File: src/rtl/uart_sram_tx_interface_pkg.sv
// Shared state encodings and baud constant for the UART SRAM transmit path.
// The receive side uses the same bit period.
package uart_sram_tx_interface_pkg;

   // 50 MHz / 115200 baud
   localparam int unsigned UART_CLKS_PER_BIT = 434;
   localparam int unsigned UART_SRAM_READ_LATENCY = 2;

   typedef enum logic [2:0] {
      S_TX_IDLE,
      S_TX_ISSUE_READ,
      S_TX_WAIT_READ,
      S_TX_SEND_HI,
      S_TX_SEND_LO,
      S_TX_DONE
   } tx_state_e;

   typedef enum logic [1:0] {
      S_BIT_IDLE,
      S_BIT_START,
      S_BIT_DATA,
      S_BIT_STOP
   } bit_state_e;

endpackage

File: src/rtl/uart_sram_tx_interface_byte_tx.sv
// 8N1 byte serialiser: start bit, 8 data bits LSB first, stop bit.
// A Load during the final stop-bit cycle chains the next frame with no idle gap.
module uart_byte_tx
   import uart_sram_tx_interface_pkg::*;
#(
   parameter int unsigned CLKS_PER_BIT = UART_CLKS_PER_BIT
) (
   input  logic       Clock,
   input  logic       Resetn,
   input  logic       Load,
   input  logic [7:0] Data,
   output logic       TX,
   output logic       Byte_done,
   output logic       Busy
);

   localparam int unsigned CntW = (CLKS_PER_BIT > 1) ? $clog2(CLKS_PER_BIT) : 1;

   bit_state_e      state_q, state_d;
   logic [CntW-1:0] cnt_q, cnt_d;
   logic [2:0]      bit_q, bit_d;
   logic [7:0]      shift_q, shift_d;
   logic            bit_end;

   assign bit_end = (cnt_q == CntW'(CLKS_PER_BIT - 1));
   assign Busy    = (state_q != S_BIT_IDLE);

   always_comb begin
      state_d   = state_q;
      cnt_d     = bit_end ? '0 : cnt_q + CntW'(1);
      bit_d     = bit_q;
      shift_d   = shift_q;
      Byte_done = 1'b0;
      unique case (state_q)
         S_BIT_IDLE: begin
            cnt_d = '0;
            if (Load) begin
               shift_d = Data;
               state_d = S_BIT_START;
            end
         end
         S_BIT_START: begin
            if (bit_end) begin
               bit_d   = 3'd0;
               state_d = S_BIT_DATA;
            end
         end
         S_BIT_DATA: begin
            if (bit_end) begin
               shift_d = {1'b0, shift_q[7:1]};
               if (bit_q == 3'd7) state_d = S_BIT_STOP;
               else               bit_d   = bit_q + 3'd1;
            end
         end
         S_BIT_STOP: begin
            if (bit_end) begin
               Byte_done = 1'b1;
               if (Load) begin
                  shift_d = Data;
                  state_d = S_BIT_START;
               end else begin
                  state_d = S_BIT_IDLE;
               end
            end
         end
         default: state_d = S_BIT_IDLE;
      endcase
   end

   // Line is decoded from state so reset forces it high without a clock edge
   always_comb begin
      TX = 1'b1;
      unique case (state_q)
         S_BIT_START: TX = 1'b0;
         S_BIT_DATA:  TX = shift_q[0];
         default:     TX = 1'b1;
      endcase
   end

   always_ff @(posedge Clock or negedge Resetn) begin
      if (!Resetn) begin
         state_q <= S_BIT_IDLE;
         cnt_q   <= '0;
         bit_q   <= '0;
         shift_q <= '0;
      end else begin
         state_q <= state_d;
         cnt_q   <= cnt_d;
         bit_q   <= bit_d;
         shift_q <= shift_d;
      end
   end

endmodule

File: src/rtl/uart_sram_tx_interface.sv
// Reads a block of 16-bit SRAM words and sends each as two UART bytes, high byte first.
// Shares the SRAM controller with M1/VGA; never writes.
module uart_sram_tx_interface
   import uart_sram_tx_interface_pkg::*;
#(
   parameter int unsigned CLKS_PER_BIT      = UART_CLKS_PER_BIT,
   parameter int unsigned SRAM_READ_LATENCY = UART_SRAM_READ_LATENCY
) (
   input  logic        Clock,
   input  logic        Resetn,
   input  logic        Start,
   input  logic        Abort,
   input  logic [17:0] Base_address,
   input  logic [17:0] Word_count,
   output logic [17:0] SRAM_address,
   input  logic [15:0] SRAM_read_data,
   output logic        SRAM_we_n,
   output logic        UART_TX_O,
   output logic        Busy,
   output logic        Done
);

   localparam int unsigned LatW = (SRAM_READ_LATENCY > 1) ? $clog2(SRAM_READ_LATENCY) : 1;

   tx_state_e       state_q, state_d;
   logic [17:0]     addr_q, addr_d;
   logic [17:0]     count_q, count_d;
   logic [15:0]     word_q, word_d;
   logic [LatW-1:0] lat_q, lat_d;
   logic            busy_q, busy_d;
   logic            done_q, done_d;
   logic            ser_load, ser_busy, byte_done;
   logic [7:0]      ser_data;

   uart_byte_tx #(
      .CLKS_PER_BIT(CLKS_PER_BIT)
   ) u_byte_tx (
      .Clock    (Clock),
      .Resetn   (Resetn),
      .Load     (ser_load),
      .Data     (ser_data),
      .TX       (UART_TX_O),
      .Byte_done(byte_done),
      .Busy     (ser_busy)
   );

   assign SRAM_address = addr_q;
   assign SRAM_we_n    = 1'b1;
   assign Busy         = busy_q;
   assign Done         = done_q;

   always_comb begin
      state_d  = state_q;
      addr_d   = addr_q;
      count_d  = count_q;
      word_d   = word_q;
      lat_d    = lat_q;
      busy_d   = busy_q;
      done_d   = 1'b0;
      ser_load = 1'b0;
      ser_data = word_q[15:8];
      unique case (state_q)
         S_TX_IDLE: begin
            if (Start) begin
               busy_d  = 1'b1;
               count_d = Word_count;
               // Empty transfer leaves the SRAM address untouched
               if (Word_count == '0) begin
                  state_d = S_TX_DONE;
               end else begin
                  addr_d  = Base_address;
                  state_d = S_TX_ISSUE_READ;
               end
            end
         end
         S_TX_ISSUE_READ: begin
            lat_d   = '0;
            state_d = S_TX_WAIT_READ;
         end
         S_TX_WAIT_READ: begin
            if (lat_q == LatW'(SRAM_READ_LATENCY - 1)) begin
               word_d  = SRAM_read_data;
               addr_d  = addr_q + 18'd1;
               count_d = count_q - 18'd1;
               state_d = S_TX_SEND_HI;
            end else begin
               lat_d = lat_q + LatW'(1);
            end
         end
         S_TX_SEND_HI: begin
            if (!ser_busy) begin
               ser_load = 1'b1;
            end else if (byte_done) begin
               if (Abort) begin
                  state_d = S_TX_DONE;
               end else begin
                  // Chain the low byte into the stop-bit cycle: no gap between halves
                  ser_load = 1'b1;
                  ser_data = word_q[7:0];
                  state_d  = S_TX_SEND_LO;
               end
            end
         end
         S_TX_SEND_LO: begin
            ser_data = word_q[7:0];
            if (byte_done) begin
               if (Abort || count_q == '0) state_d = S_TX_DONE;
               else                         state_d = S_TX_ISSUE_READ;
            end
         end
         S_TX_DONE: begin
            done_d  = 1'b1;
            busy_d  = 1'b0;
            state_d = S_TX_IDLE;
         end
         default: state_d = S_TX_IDLE;
      endcase
   end

   always_ff @(posedge Clock or negedge Resetn) begin
      if (!Resetn) begin
         state_q <= S_TX_IDLE;
         addr_q  <= '0;
         count_q <= '0;
         word_q  <= '0;
         lat_q   <= '0;
         busy_q  <= 1'b0;
         done_q  <= 1'b0;
      end else begin
         state_q <= state_d;
         addr_q  <= addr_d;
         count_q <= count_d;
         word_q  <= word_d;
         lat_q   <= lat_d;
         busy_q  <= busy_d;
         done_q  <= done_d;
      end
   end

endmodule

File: config.mk
export PLATFORM = sky130hd
export DESIGN_NAME = uart_sram_tx_interface
export DESIGN_NICKNAME = d
export VERILOG_FILES = /design/src/rtl/uart_sram_tx_interface_pkg.sv /design/src/rtl/uart_sram_tx_interface_byte_tx.sv /design/src/rtl/uart_sram_tx_interface.sv
export SDC_FILE = /design/constraint.sdc
export NUM_CORES = 1
export LEC_CHECK = 0
export BUFFER_PORTS_ARGS = -buffer_cell sky130_fd_sc_hd__buf_2
export CORE_MARGIN = 5
export CORE_UTILIZATION = 55
export CTS_CLUSTER_SIZE = 16
export DETAILED_ROUTE_END_ITERATION = 8
export MAX_ROUTING_LAYER = met4
export PLACE_DENSITY = 0.78
export SLEW_MARGIN = 20
export SYNTH_ARGS = -nofsm -noshare
export SYNTH_HDL_FRONTEND = slang
export SYNTH_SLANG_ARGS = --single-unit
File: constraint.sdc
create_clock -name Clock -period 2.4 [get_ports Clock]
set_input_delay 0.48 -clock Clock [delete_from_list [all_inputs] [get_ports Clock]]
set_output_delay 0.48 -clock Clock [all_outputs]
set_load 0.02 [all_outputs]
# After elaboration in Yosys (flattened, before gate mapping)
# Index checks and enable logic that the tools add are counted.
word_totals:
  inputBits: 56
  output_inout_bits: 22
  ff_bits: 80
  wordCells: 106
classes:
  n_reduce_logical: 19
  add_sub_neg: 5
  muxes: 49
  eq_ne: 22
op_table:
  columns: ["operator", "n"]
  rows:
  - ["$mux W18", 5]
  - ["$pmux W18 S2", 2]
  - ["$mux W8", 6]
  - ["$logic_not A18 Y1", 2]
  - ["$mux W3", 10]
  - ["$pmux W8 S3", 1]
  - ["$add A18 B1 Y18 const B", 1]
  - ["$mux W9", 2]
  - ["$sub A18 B1 Y18 const B", 1]
  - ["$ne A2 B2 Y1 const B", 8]
  - ["$pmux W8 S2", 1]
  - ["$pmux W3 S5", 1]
  - ["$mux W1", 11]
  - ["$mux W2", 5]
  - ["$reduce_and A5 Y1", 2]
  - ["$reduce_bool A2 Y1", 5]
  - ["$add A9 B1 Y9 const B", 1]
  - ["$eq A3 B3 Y1 const B", 3]
  - ["$eq A9 B9 Y1 const B", 1]
  - ["$ne A2 B1 Y1 const B", 4]
  - ["$pmux W2 S4", 1]
  - ["$reduce_and A4 Y1", 2]
  - ["$eq A3 B2 Y1 const B", 2]
  - ["$pmux W1 S2", 3]
  - ["other kinds (12)", 15]

# Logic depth before layout (Yosys ltp)
logic_depth:
  depth_word: 9
  ltp_mapped: 8
  mapped_depth_nobuf: 7

# Cells and area by module
# From an unflattened synthesis, not the netlist that was laid out.
unflattened:
  hier_cells: 476
  area_unflattened_um2: 4620.7
by_module_without_submodules:
  columns: ["mod", "instances", "seq_area_each_um2", "area_per_inst_um2", "cells_each"]
  rows:
  - ["uart_sram_tx_interface", 1, 1451.4, 3394.5, 363]
  - ["uart_byte_tx", 1, 550.5, 1226.2, 113]

# Least setup slack after synthesis
# Ideal clock, no wire load.
synth_path:
  path_kind: "register to output"
  startpoint: "reg u_byte_tx.state_q[0]"
  endpoint: "out UART_TX_O"
  stages_incl_launch_ff: 5
  arrival_time_ps: 1445
  n_path_buf: 1
  setup_slack_ps: 475
  required_ps: 1920
  path_cell_list: "dfrtp_1 -> inv_1 -> ha_1 -> clkbuf_1 -> o21ai_0"
synth_via:
  elab_chain_cells: 2
  word_cells_on_any_way: 3
  cone_classes: "eq/ne: 2; mux: 1"
synth_rtl:
  columns: ["item", "line_no", "source"]
  rows:
  - ["start, declared", "uart_sram_tx_interface_byte_tx.sv:19", "bit_state_e state_q, state_d;"]
  - ["start signal, assigned", "uart_sram_tx_interface_byte_tx.sv:87", "state_q <= state_d;"]
  - ["$eq A2 B2 Y1 / $eq A2 B1 Y1 (equally long branches)", "uart_sram_tx_interface_byte_tx.sv:73", "unique case (state_q)"]
  - ["$pmux W1 S2 *", "uart_sram_tx_interface_byte_tx.sv:73", null]
  - ["end, declared", "uart_sram_tx_interface.sv:18", "output logic UART_TX_O,"]
# Mark *: on every way between the ends. The rest lies on a longest branch, timed or not.

# Worst setup path in the final report
layout_path:
  startpoint: "reg u_byte_tx.cnt_q[1]"
  endpoint: "reg u_byte_tx.shift_q[7]"
layout_via:
  elab_chain_cells: 9
  word_cells_on_any_way: 15
  cone_classes: "eq/ne: 3; mux: 11; reduce/logical: 1"
layout_rtl:
  columns: ["item", "line_no", "source"]
  rows:
  - ["start, declared", "uart_sram_tx_interface_byte_tx.sv:20", "logic [CntW-1:0] cnt_q, cnt_d;"]
  - ["start signal, assigned", "uart_sram_tx_interface_byte_tx.sv:88", "cnt_q <= cnt_d;"]
  - ["$eq A9 B9 Y1 *", "uart_sram_tx_interface_byte_tx.sv:25", "assign bit_end = (cnt_q == CntW'(CLKS_PER_BIT - 1));"]
  - ["$mux W1", "uart_sram_tx_interface_byte_tx.sv:56", "if (bit_end) begin"]
  - ["$mux W1", "uart_sram_tx_interface_byte_tx.sv:34", "unique case (state_q)"]
  - ["$mux W8 / $mux W1 (equally long branches)", "uart_sram_tx_interface.sv:93", "end else if (byte_done) begin"]
  - ["$mux W8 / $mux W1 (equally long branches)", "uart_sram_tx_interface.sv:91", "if (!ser_busy) begin"]
  - ["$pmux W8 S2 / $mux W1 (equally long branches)", "uart_sram_tx_interface.sv:62", "unique case (state_q)"]
  - ["$mux W8", "uart_sram_tx_interface_byte_tx.sv:37, uart_sram_tx_interface_byte_tx.sv:58", null]
  - ["$mux W8", "uart_sram_tx_interface_byte_tx.sv:56", null]
  - ["$pmux W8 S3", "uart_sram_tx_interface_byte_tx.sv:34", null]
  - ["end signal, assigned", "uart_sram_tx_interface_byte_tx.sv:90", "shift_q <= shift_d;"]
  - ["end, declared", "uart_sram_tx_interface_byte_tx.sv:22", "logic [7:0] shift_q, shift_d;"]
# Mark *: on every way between the ends. The rest lies on a longest branch, timed or not. The select of a mux whose other input is x is not followed.
# A chain may end at the register's enable or synchronous reset.

==> run summary <==
Logic pwr share = 0.441
Setup violators final = 0
Clock transition at path regs = 0.10 ns
Vias per cell = 6.11
Die area = 10100 um2
Final RePlAce weighted congestion = 0.905
PwrDens = 1150 nW/um2
Iter 0 DRT Violations = 235
CP Capture Type = flop
CP max stage delay = 0.46 ns
Pre-antenna DRT Iters = 5
Setup TNS = 0 ns
Critical path arrival = 2.40 ns
Setup slack, reg-to-reg = 0.25 ns
Cell chain of the critical path = inv_1, ha_1, and4b_1, and2_1, nor2_1, a211oi_4, mux2_2
Multi-input logic area = 2380 um2
Worst-case reg-to-reg path depth = 7
Antenna Cells = 0
Leak = 2.26 nW
Area of the core = 8090 um2
Max-slew violations = 0
Post-synth top area share = 0.443
Mapped Area = 4520 um2
Synthesized instance count = 489
Fmax = 465 MHz
Clock Skew = 0.0166 ns
Clk network pwr share = 0.169
Layout area overhead = 16.4%
Post-synth EDFFs = 0
Ports = 78
Total Power = 6.08 mW
Top post-synthesis cells by area = dfrtp_1 44%, mux2_2 6.2%, o21ai_0 5.9%
CP max-delay cell = a211oi_4
Final min period = 2.15 ns
Slew of the pin with the lowest slew margin = 0.620 ns
Internal power = 3.48 mW
Pre-CTS setup slack = 0.215 ns
Predominant post-synthesis flop cell = dfrtp_1
Share of post-route cells with drive strength above 1 = 0.246
Routed WL = 11100 um
FF-to-FF End = u_byte_tx.shift_q[7]
TritonCTS clock tree = built
Fillers = 679
DP Wirelength = 7820 um
DRC Markers = 0
Peak fanout along the critical path = 8
Unrepaired setup endpoints after global routing = no
Largest net degree at the start of global routing = 51
Crit path max-delay family = simple AND/OR/NAND/NOR gates
Met3 wire len = 668 um
Post-synth top cells = 80 x dfrtp_1, 53 x o21ai_0, 47 x a21oi_1, 45 x nor2_1, 30 x nand2_1
Clock root cell = clkbuf_8
Final nets = 628
Worst path required time = 2.65 ns
Buf/Inv on CP = 1
Setup WS post-layout = 0.249 ns
Wire length on met1 = 4960 um
Number of global-route vias before repair = 4109
Top sig layer = met4
Sequential share of the synthesized area = 0.443
Startpoint Class = flop
Seq. cell area = 2000 um2
Outcome = completed
Initial antenna violation count = 0
CTS H-tree lvls = 3
Port bufs = 76
Syn avg cell area = 9.25 um2
Antenna violation net count after detailed routing = 0
Gr usage total = 0.237
Seq pwr share = 0.390
CTS buffer count = 9
Final core occ = 0.650
Maximum VDD drop = 561 uV
CTS Buffer Depth = 2
Final cell count without fillers = 671
Period utilization = 0.896
Post-synth ARST share = 1.00
Clock sinks = 80
Total gr overflow = 0
Net Sw Power = 2.59 mW
Starting Density = 0.559
Yosys top cell by area = dfrtp_1
Number of hold buffers added after cts = 0
Hold WC Path Type = input port to asynchronous set/reset pin
Avg WL per Cell = 16.5 um
DP Cell Count = 654
Chip width = 101 um
Switching share of power = 0.427
Yosys warns = 0
Post-synthesis register bit count = 80
Syn nets = 556
Die outline height = 101 um
Routed wl met2 = 5290 um
Row Count = 33
Slew margin rel. = 0.585
First-pass GRT wire length = 19100 um
Vias = 4102
Most common cell in the netlist = dfrtp_1
WS Path Type = flop to flop
Final hold violations = 0
Clock Latency Late Sink = 0.36 ns
Max_cap viols = 0
Synth unique cells = 60
Reg-to-reg startpoint = u_byte_tx.cnt_q[1]
power by group through the flow:
stage	clock network, mW	registers (mW)	logic (mW)
global placement	0	2.35	2.57
detailed placement	0	2.38	2.66
global route	1.11	2.46	2.98
CTS	1.05	2.36	2.67
floorplan	0	2.39	1.85
finish	1.03	2.37	2.68
worst register-to-register path, stage by stage, from the launching register on:
cell and delay [ns]:
dfrtp_1 0.40, inv_1 0.06, ha_1 0.13, and4b_1 0.32
and2_1 0.20, nor2_1 0.09, a211oi_4 0.46, mux2_2 0.40
sequential cells by signal (all words and copies together) (netlist names):
register / cells
Done: 1
Busy: 1
state_q: 3
u_byte_tx.state_q: 2
word_q: 16
lat_q: 1
u_byte_tx.bit_q: 3
SRAM_address: 18
u_byte_tx.cnt_q: 9
count_q: 18
u_byte_tx.shift_q: 8
cell usage in the layout (no fill, tap or decap), types with 4 or more instances in the layout:
| cell | count |
|---|---|
| dfrtp_1 | 80 |
| buf_2 | 75 |
| o21ai_0 | 53 |
| a21oi_1 | 47 |
| nor2_1 | 45 |
| nand2_1 | 30 |
| mux2_2 | 25 |
| nand3_1 | 20 |
| nor3_1 | 17 |
| a2bb2oi_1 | 13 |
| inv_1 | 12 |
| a31oi_1 | 12 |
| ha_1 | 11 |
| o22ai_1 | 9 |
| clkbuf_8 | 9 |
| buf_4 | 8 |
| nor4_1 | 7 |
| and3_1 | 6 |
| a22oi_1 | 6 |
| or3_1 | 5 |
| o22a_1 | 5 |
| o2bb2ai_1 | 4 |
routing by layer:
| metal | track usage | vias to the layer above |
|---|---|---|
| li1 | - | 1968 |
| met1 | 0.313 | 1962 |
| met2 | 0.374 | 155 |
| met3 | 0.0422 | 17 |
| met4 | 0.0715 | 0 |
| met5 | - | - |
repair_timing:
item | 4_1_cts | 5_1_grt
gates resized for setup | 0 | 3
setup endpoints to repair | 0 | 12
buffers inserted | 0 | 1
cell families (layout without fill, tap and decap cells):
group / after synthesis / in the layout / share of synthesized area
other: 1 / 1 / 0.000829
AND/OR/NAND/NOR: 157 / 157 / 0.181
multiplexers: 28 / 28 / 0.0689
flip-flops: 80 / 80 / 0.443
buffers and inverters: 38 / 115 / 0.0340
adder cells (fa/ha/maj): 11 / 11 / 0.0304
AO/OA/AOI/OAI: 168 / 168 / 0.231
XOR/XNOR: 6 / 6 / 0.0116
metrics by stage:
stage               hold slack [ns]  area, um2
CTS                           0.101       5240
detailed placement            0.487       5040
floorplan                     0.184       4520
global route                  0.130       5260
finish                       0.0977       5260
global placement              0.470       5040
worst max path at each step:
| stage | start | to | cells after the start |
|---|---|---|---|
| floorplan | u_byte_tx.state_q[0] | UART_TX_O | 4 |
| global placement | Word_count[13] | SRAM_address[16] | 6 |
| detailed placement | state_q[1] | u_byte_tx.shift_q[3] | 5 |
| CTS | state_q[1] | u_byte_tx.shift_q[3] | 5 |
| global route | u_byte_tx.state_q[0] | u_byte_tx.shift_q[5] | 8 |
| finish | u_byte_tx.cnt_q[1] | u_byte_tx.shift_q[7] | 7 |
cell type report:
cell class | instances | area share
well taps | 105 | 0.0250
inverters | 13 | 0.00927
multi-input cells | 371 | 0.453
repair buffers | 86 | 0.0941
flip-flops and latches | 80 | 0.380
clock buffers | 9 | 0.0235
clock inverters | 7 | 0.0147
Power figures use the tool's default switching activity.
